[config.mk]
export PLATFORM = sky130hd
export DESIGN_NAME = calculadora_param
export DESIGN_NICKNAME = d
export VERILOG_FILES = /design/src/rtl/calculadora_param.sv
export SDC_FILE = /design/constraint.sdc
export NUM_CORES = 1
export LEC_CHECK = 0
export ABC_CLOCK_PERIOD_IN_PS = 2800
export CORE_AREA = 2 2 97 99
export DETAILED_ROUTE_END_ITERATION = 7
export DIE_AREA = 0 0 99 101
export PLACE_DENSITY = 0.75
export SKIP_LAST_GASP = 1
export SYNTH_ARGS = -nofsm -noshare
export SYNTH_HDL_FRONTEND = slang
export SYNTH_SLANG_ARGS = --single-unit
[constraint.sdc]
create_clock -name clk -period 2.8 [get_ports clk]
set_clock_uncertainty 0.1 [all_clocks]
set_input_delay 0.28 -clock clk [delete_from_list [all_inputs] [get_ports clk]]
set_output_delay 0.28 -clock clk [all_outputs]
set_load 0.1 [all_outputs]
[src/rtl/calculadora_param.sv]
// calculadora_param: parametrised unsigned arithmetic unit.
// It provides single-cycle add, subtract, accumulate, max, min and
// accumulator-clear operations. Multiplication is a multi-cycle shift-add
// that runs for WIDTH steps.
// Optional build macro CALC_SATURATE_EN: when defined, overflowing results
// clamp to all ones and borrows clamp to zero. When it is undefined, results
// wrap modulo 2^WIDTH. The overflow flag behaves the same in both builds.
module calculadora_param #(
  parameter int WIDTH = 8
) (
  input  logic             clk,
  input  logic             rst,
  input  logic             enb,
  input  logic [2:0]       modo,
  input  logic [WIDTH-1:0] a,
  input  logic [WIDTH-1:0] b,
  output logic [WIDTH-1:0] c,
  output logic             valid,
  output logic             busy,
  output logic             overflow
);

`ifdef CALC_SATURATE_EN
  localparam bit SAT_EN = 1'b1;
`else
  localparam bit SAT_EN = 1'b0;
`endif

  localparam int CNT_W = $clog2(WIDTH + 1);

  localparam logic [2:0] M_SUMA  = 3'b000;
  localparam logic [2:0] M_RESTA = 3'b001;
  localparam logic [2:0] M_MUL   = 3'b010;
  localparam logic [2:0] M_ACUM  = 3'b011;
  localparam logic [2:0] M_MAX   = 3'b100;
  localparam logic [2:0] M_MIN   = 3'b101;
  localparam logic [2:0] M_CLR   = 3'b110;
  localparam logic [2:0] M_RSV   = 3'b111;

  typedef enum logic [1:0] {IDLE, MUL, DONE} state_t;

  state_t               state, state_nxt;
  logic [2*WIDTH-1:0]   mcand, prod;
  logic [WIDTH-1:0]     mplier;
  logic [CNT_W-1:0]     cnt;
  logic [WIDTH-1:0]     acc;

  logic                 start_mul, do_single, mul_step, mul_done;

  logic [WIDTH:0]       sum, diff, accsum;
  logic [WIDTH-1:0]     res_c, res_acc;
  logic                 res_ovf, res_acc_we, res_valid;
  logic                 prod_ovf;

  // Clamp high on carry-out when saturation is built in, else pass the wrapped value
  function automatic logic [WIDTH-1:0] sat_hi(input logic [WIDTH-1:0] wrapped,
                                              input logic             ovf);
    return (SAT_EN && ovf) ? {WIDTH{1'b1}} : wrapped;
  endfunction

  // Clamp to zero on borrow when saturation is built in
  function automatic logic [WIDTH-1:0] sat_lo(input logic [WIDTH-1:0] wrapped,
                                              input logic             brw);
    return (SAT_EN && brw) ? {WIDTH{1'b0}} : wrapped;
  endfunction

  assign sum      = {1'b0, a} + {1'b0, b};
  assign diff     = {1'b0, a} - {1'b0, b};
  assign accsum   = {1'b0, acc} + {1'b0, a};
  assign prod_ovf = |prod[2*WIDTH-1:WIDTH];
  assign busy     = (state != IDLE);

  // Result of the single-cycle modes for the operands currently presented
  always_comb begin
    res_c      = '0;
    res_ovf    = 1'b0;
    res_acc    = acc;
    res_acc_we = 1'b0;
    res_valid  = 1'b1;
    case (modo)
      M_SUMA: begin
        res_ovf = sum[WIDTH];
        res_c   = sat_hi(sum[WIDTH-1:0], sum[WIDTH]);
      end
      M_RESTA: begin
        res_ovf = diff[WIDTH];
        res_c   = sat_lo(diff[WIDTH-1:0], diff[WIDTH]);
      end
      M_ACUM: begin
        res_ovf    = accsum[WIDTH];
        res_acc    = sat_hi(accsum[WIDTH-1:0], accsum[WIDTH]);
        res_acc_we = 1'b1;
        res_c      = sat_hi(accsum[WIDTH-1:0], accsum[WIDTH]);
      end
      M_MAX:   res_c = (a > b) ? a : b;
      M_MIN:   res_c = (a < b) ? a : b;
      M_CLR: begin
        res_acc    = '0;
        res_acc_we = 1'b1;
      end
      M_MUL:   res_valid = 1'b0;
      M_RSV:   res_valid = 1'b0;
      default: res_valid = 1'b0;
    endcase
  end

  // Control sequencing: requests are taken only in IDLE; multiply walks MUL then DONE
  always_comb begin
    state_nxt = state;
    start_mul = 1'b0;
    do_single = 1'b0;
    mul_step  = 1'b0;
    mul_done  = 1'b0;
    case (state)
      IDLE: begin
        if (enb) begin
          if (modo == M_MUL) begin
            start_mul = 1'b1;
            state_nxt = MUL;
          end else begin
            do_single = res_valid;
          end
        end
      end
      MUL: begin
        mul_step = 1'b1;
        if (cnt == CNT_W'(WIDTH - 1)) state_nxt = DONE;
      end
      DONE: begin
        mul_done  = 1'b1;
        state_nxt = IDLE;
      end
      default: state_nxt = IDLE;
    endcase
  end

  // State register; reset aborts any multiplication in flight
  always_ff @(posedge clk) begin
    if (rst) state <= IDLE;
    else     state <= state_nxt;
  end

  // Shift-add multiplier: operands latched at start, one partial product per cycle
  always_ff @(posedge clk) begin
    if (start_mul) begin
      mcand  <= {{WIDTH{1'b0}}, a};
      mplier <= b;
      prod   <= '0;
      cnt    <= '0;
    end else if (mul_step) begin
      if (mplier[0]) prod <= prod + mcand;
      mcand  <= mcand << 1;
      mplier <= mplier >> 1;
      cnt    <= cnt + CNT_W'(1);
    end
  end

  // Result, status and accumulator registers; valid pulses only on completion
  always_ff @(posedge clk) begin
    if (rst) begin
      c        <= '0;
      overflow <= 1'b0;
      valid    <= 1'b0;
      acc      <= '0;
    end else begin
      valid <= 1'b0;
      if (do_single) begin
        c        <= res_c;
        overflow <= res_ovf;
        valid    <= 1'b1;
        if (res_acc_we) acc <= res_acc;
      end else if (mul_done) begin
        c        <= sat_hi(prod[WIDTH-1:0], prod_ovf);
        overflow <= prod_ovf;
        valid    <= 1'b1;
      end
    end
  end

endmodule
==> metrics.md, run 1 <==
| Metric | Value |
|---|---|
| Max-cap violations | 0 |
| Net Switching | 1.26 mW |
| Final setup viols | 0 |
| Starting Density | 54.0% |
| Max Root-Sink Buffers | 2 |
| Worst path buffer plus inverter count | 1 |
| Hold WC Path Type | reg2reg |
| Synthesized net count | 668 |
| Area contributors post-synth | dfxtp_1 20%, ha_1 10%, edfxtp_1 9.9%, nand2_1 7.4%, a21oi_1 4.8% |
| Pwr Density | 570 nW/um^2 |
| Cts bufs inserted | 9 |
| Post-synth EDFFs | 16 |
| # port buffers | 32 |
| Part of the power in registers | 36.6% |
| Yosys top cell by area | dfxtp_1 |
| Chip width | 99 um |
| Post-DP HPWL | 11,300 um |
| Peak supply drop | 251 uV |
| Slowest cell on the critical path | clkdlybuf4s50_1 |
| DIE AREA | 10000 um^2 |
| Non-Filler Instances | 795 |
| Worst skew pair latency | 340 ps |
| Synth Area per Inst | 8.06 um^2 |
| Cell variety after synth | 72 |
| Seq cells post-synth | 64 |
| Worst setup path class | in2reg |
| YS warnings | 0 |
| Internal Power | 2.06 mW |
| Cts hold-fix bufs | 0 |
| Critical-path cell list | clkdlybuf4s50_1 > ha_1 > fa_1 > and2b_1 > o21a_1 > or2_2 > a221oi_1 > o2111a_1 > a31oi_1 |
| Clock power frac | 24.3% |
| Worst Path Max Fanout | 4 |
| Clock sinks | 64 |
| RSZ-0062 raised after global routing | false |
| Final period utilization | 92.6% |
| Largest net degree at the start of global routing | 24 |
| H-tree levels | 3 |
| Sw Ratio | 37.8% |
| Combinational share of power | 39.2% |
| Wire length per cell | 17.8 um |
| Antenna cell count | 0 |
| Status | finished, final reports clean |
| Critical path capture point type | register |
| Iter 0 DRT Violations | 227 |
| Vias | 4,817 |
| DRT antenna net count | 0 |
| Gpl congestion | 0.948 |
| Pre-CTS setup slack | -112 ps |
| Vias per inst | 6.06 |
| Die Ht | 101 um |
| Synth Instances | 602 |
| Setup Buffers After CTS | 0 |
| GRT Residual Overflow | 0 |
| Initial antenna violation count | 0 |
| Critical Path RT | 2910 ps |
| # DRC | 0 |
| Ys flop type | dfxtp_1 |
| Post-synth top area share | 19.8% |
| Leak Pwr | 2.54 nW |
| Worst Setup Slack, final | 207 ps |
| Placed cells | 779 |
| Post-route minimum period | 2590 ps |
| Register area share after synthesis | 29.7% |
| GRT Util Overall | 29.6% |
| Startpoint Class | input port |
| Syn Std Cell Area | 4850 um^2 |
| Synth async-reset ratio | 0% |
| Worst path arrival time | 2710 ps |
| PostCTS Resize Cnt | 0 |
| Pre-Repair DR Iteration Count | 5 |
| Routed wire length | 14,100 um |
| Area grow syn2layout | 20.1% |
| TritonCTS clock tree | done |
| CTS root buf | clkbuf_8 |
| Leading cell type in the layout, fill and taps excluded | nand2_1 |
| Max_slew headroom | 52.8% |
| Post-Route Utilization | 64.9% |
| Pins Over Slew Limit | 0 |
| Slew @ Worst Pin | 704 ps |
| Critical path's largest stage delay | 480 ps |
| Final Hold Vio Count | 0 |
| Share of layout cells above drive strength 1 | 14.3% |
| Maximum clock rate | 0.386 GHz |
| First-pass GRT wire length | 23,500 um |
| Family with the most delay on the worst path | compound AO/OA/AOI/OAI gates |
| Nets | 745 |
| I/O Pins | 33 |
| Core ar. | 8980 um^2 |
| Clk slew on worst S/H paths | 80 ps |
| Cell Rows | 35 |
| Most frequent cells in the layout | 96 x nand2_1, 71 x buf_4, 52 x nor2_1 |
| Vias in the first global route | 4,659 |
## logic make-up (layout without fill, tap and decap cells)
family	Yosys count	count (layout)	synth area share, %
adders and majority gates	44	44	12.0
DFF	64	64	29.7
xor gates and xnor gates	18	18	3.25
muxes	13	13	2.68
AOI/OAI and AO/OA	183	183	25.8
buffers and inverters	55	137	4.80
and+or+nand+nor	225	225	21.8
## cells in the mapped netlist, types with 3 or more instances
library cell,number
or3_1,5
a2bb2oi_1,4
a32oi_1,3
nor2_1,52
edfxtp_1,16
nand3b_1,3
xnor2_1,9
and3_1,11
o31a_1,3
o2111a_1,3
mux2i_1,13
buf_2,6
xor2_1,9
a31oi_1,11
o221ai_1,3
clkbuf_1,17
nand2_1,96
nor2b_1,9
and2_1,3
o21a_1,8
o311a_1,3
a22oi_1,3
a21o_1,9
nand3_1,9
dfxtp_1,48
nor3_1,11
a211oi_1,8
inv_1,28
a221oi_1,3
a21oi_1,47
nand4_1,4
ha_1,40
o21bai_1,5
o211ai_1,3
nand2b_1,3
fa_1,4
o21ai_1,4
a21boi_0,5
o21ai_0,32
a211o_1,3
nor4_1,3
o22ai_1,3
## stage by stage
| step | cell area [um^2] | TNS [ps] | hold slack (ps) | total power [mW] |
|---|---|---|---|---|
| finish | 5830 | 0 | 356 | 3.32 |
| global route | 5830 | 0 | 373 | 3.53 |
| CTS | 5830 | 0 | 360 | 3.33 |
| detailed placement | 5630 | -342 | 353 | 2.51 |
| global placement | 5630 | -129 | 348 | 2.47 |
| floorplan | 4850 | 0 | 333 | 2.13 |
## per-layer routing
metal / up-vias / global-route usage, % / wire [um] / part of all wire, %
met5: - / 0 / 0 / 0
met4: 0 / 11.5 / 440 / 3.1
met3: 33 / 5.41 / 901 / 6.4
met2: 174 / 48.6 / 6650 / 47
met1: 2262 / 38.8 / 6130 / 43
li1: 2348 / - / - / -
## sequential cells by signal, indices dropped and copies added (netlist names)
register	cells
mcand	16
cnt	4
acc	8
prod	16
state	2
mplier	8
overflow	1
valid	1
c	8
## final cells by class
type | count | area, um^2
Fill cell | 815 | 3150
Tap cell | 111 | 139
Sequential cell | 64 | 1440
Multi-Input combinational cell | 483 | 3180
Clock inverter | 4 | 53.8
Inverter | 28 | 105
Timing Repair Buffer | 93 | 763
Clock buffer | 12 | 145
## power groups by stage
stage | registers [mW] | logic (mW) | clock network (mW)
global route | 1.23 | 1.44 | 0.865
detailed placement | 1.23 | 1.28 | 0
floorplan | 1.28 | 0.843 | 0
CTS | 1.21 | 1.29 | 0.825
global placement | 1.22 | 1.25 | 0
finish | 1.21 | 1.30 | 0.805
## final timing paths
| path | startpoint | cells past startpoint | end | slack [ps] |
|---|---|---|---|---|
| setup / recovery | a[0] | 9 | c[4]$_SDFFE_PP0P_ | 210 |
| hold / removal | cnt[3]$_SDFFE_PP0P_ | 1 | state[1]$_SDFFE_PP0P_ | 360 |
| setup reg to reg | mcand[0]$_SDFFCE_PN0P_ | 9 | prod[14]$_SDFFE_PP0P_ | 210 |
| hold reg to reg | cnt[3]$_SDFFE_PP0P_ | 1 | state[1]$_SDFFE_PP0P_ | 360 |
Power figures use the tool's default switching activity.
==> inputs of run 2 (changes only) <==
--- a/config.mk
+++ b/config.mk
@@ -6,10 +6,12 @@
 export NUM_CORES = 1
 export LEC_CHECK = 0
 export ABC_CLOCK_PERIOD_IN_PS = 2800
-export CORE_AREA = 2 2 97 99
+export CELL_PAD_IN_SITES_DETAIL_PLACEMENT = 1
+export CELL_PAD_IN_SITES_GLOBAL_PLACEMENT = 1
+export CORE_AREA = 2 2 107 109
 export DETAILED_ROUTE_END_ITERATION = 7
-export DIE_AREA = 0 0 99 101
-export PLACE_DENSITY = 0.75
+export DIE_AREA = 0 0 109 111
+export PLACE_DENSITY = 0.81
 export SKIP_LAST_GASP = 1
 export SYNTH_ARGS = -nofsm -noshare
 export SYNTH_HDL_FRONTEND = slang
==> run 2 against run 1 <==
  * Sequential power about the same
  * First-iteration DRC count is 58% higher
  * Clock power increased by 24%
  * Non-clock buffer count decreased by 4
  * Critical path type is now reg2reg
  * Critical endpoint is now prod[14]$_SDFFE_PP0P_
  * Largest cell class unchanged
  * Largest power group unchanged
==> metrics.md, run 2 (synthesized netlist as in run 1, its figures left out) <==
| Metric | Value |
|---|---|
| Status | finished, final reports clean |
| Setup_tns | 0 ps |
| Vias in the first global route | 5,106 |
| Wire length per cell | 19.6 um |
| Post-Route Utilization | 53.1% |
| GRT Residual Overflow | 0 |
| Pwr Density | 606 nW/um^2 |
| Cell Rows | 39 |
| Post-DP HPWL | 12,900 um |
| Worst skew pair latency | 330 ps |
| Nets | 741 |
| Max-cap violations | 0 |
| Max_slew headroom | 51.1% |
| Final setup viols | 0 |
| Antenna cell count | 0 |
| Layout Cell Area excl Fill | 5880 um^2 |
| Maximum clock rate | 0.387 GHz |
| Largest net degree at the start of global routing | 28 |
| Final Hold Vio Count | 0 |
| Post-route minimum period | 2580 ps |
| TritonCTS clock tree | done |
| Family with the most delay on the worst path | compound AO/OA/AOI/OAI gates |
| Slew @ Worst Pin | 728 ps |
| Vias | 4,851 |
| CTS root buf | clkbuf_16 |
| Pins Over Slew Limit | 0 |
| DIE AREA | 12,100 um^2 |
| RSZ-0062 raised after global routing | false |
| Pwr Total | 3.57 mW |
| Reg2Reg Setup Slack | 220 ps |
| Worst setup path class | reg2reg |
| Clock sinks | 64 |
| Routed wire length | 16,100 um |
| PostCTS Resize Cnt | 0 |
| Final period utilization | 92.2% |
| Setup Buffers After CTS | 0 |
| Worst path buffer plus inverter count | 1 |
| # DRC | 0 |
| Gpl congestion | 0.990 |
| Area grow syn2layout | 21.2% |
| Slowest cell on the critical path | fa_1 |
| Max Root-Sink Buffers | 2 |
| Starting Density | 43.8% |
| Pre-Repair DR Iteration Count | 7 |
| Leak Pwr | 2.55 nW |
| Chip width | 109 um |
| Worst Path Max Fanout | 3 |
| # port buffers | 32 |
| DRT antenna net count | 0 |
| Core ar. | 11,100 um^2 |
| Vias per inst | 5.90 |
| Critical Path RT | 2920 ps |
| First-pass GRT wire length | 26,300 um |
| Top flop regs | mcand: 16 flops, prod: 16 flops |
| Critical path's largest stage delay | 380 ps |
| Most frequent cells in the layout | 96 x nand2_1, 68 x buf_4, 52 x nor2_1 |
| Worst path arrival time | 2710 ps |
| Startpoint Class | register |
| GRT Util Overall | 27.9% |
| Clk slew on worst S/H paths | 60 ps |
| Iter 0 DRT Violations | 358 |
| Critical-path cell list | ha_1 > inv_1 > fa_1 > nor2b_1 > o2111ai_1 > a21oi_1 > o21ai_0 > a21o_1 > a31o_2 |
| Post-DP Area | 5620 um^2 |
| H-tree levels | 3 |
| I/O Pins | 33 |
| Die Ht | 111 um |
| Hold WC Path Type | reg2reg |
| Peak supply drop | 327 uV |
| Critical path capture point type | register |
| Leading cell type in the layout, fill and taps excluded | nand2_1 |
| Initial antenna violation count | 0 |
| Share of layout cells above drive strength 1 | 13.7% |
| Cts bufs inserted | 9 |
| Cts hold-fix bufs | 0 |
==> run 2: cell count changes in the layout (fill, tap and decap cells not counted), sizes merged <==
cell / before / now
bufinv: 1 / 0
clkinv: 2 / 4
clkbuf: 12 / 11
buf: 72 / 68
inv: 29 / 28
==> run 2: worst paths after layout <==
check                  startpoint                    end  cells after the start
max          prod[0]$_SDFFE_PP0P_  prod[14]$_SDFFE_PP0P_                      9
min           acc[0]$_SDFFE_PP0P_    acc[0]$_SDFFE_PP0P_                      2
max reg2reg  prod[0]$_SDFFE_PP0P_  prod[14]$_SDFFE_PP0P_                      9
min reg2reg   acc[0]$_SDFFE_PP0P_    acc[0]$_SDFFE_PP0P_                      2
==> run 2: layout make-up <==
| class | instances | area [um^2] |
|---|---|---|
| inverters | 28 | 105 |
| clock buffers | 11 | 233 |
| fillers | 1352 | 5200 |
| flip-flops and latches | 64 | 1440 |
| repair buffers | 89 | 721 |
| clock inverters | 4 | 23.8 |
| multi-input cells | 483 | 3180 |
| well taps | 143 | 179 |
==> run 2: report_power, final <==
| group | switching [mW] | internal (mW) | total [mW] |
|---|---|---|---|
| combinational | 0.813 | 0.537 | 1.35 |
| clock | 0.405 | 0.590 | 0.995 |
| sequential | 0.131 | 1.09 | 1.22 |
| total | 1.35 | 2.22 | 3.57 |
==> run 2: worst register-to-register path, stage by stage, from the launching register on <==
cell and delay, ps:
dfxtp_1 370, ha_1 200, inv_1 60, fa_1 380, nor2b_1 220, o2111ai_1 170
a21oi_1 310, o21ai_0 210, a21o_1 200, a31o_2 240
==> run 2: layer usage <==
layer	vias to the layer above	GRT usage, %	routed length (um)
met5	-	0	0
met4	0	12.9	642
met3	43	4.35	757
met2	138	46.2	7750
met1	2337	35.2	6970
li1	2333	-	-
==> run 2: stage by stage <==
stage,hold slack [ps],setup WS [ps],instances
2_1_floorplan,333,589,602
3_5_place_dp,373,-115,807
3_3_place_gp,351,-17.7,807
4_1_cts,380,225,822
6_report,378,218,822
5_1_grt,402,31.8,822
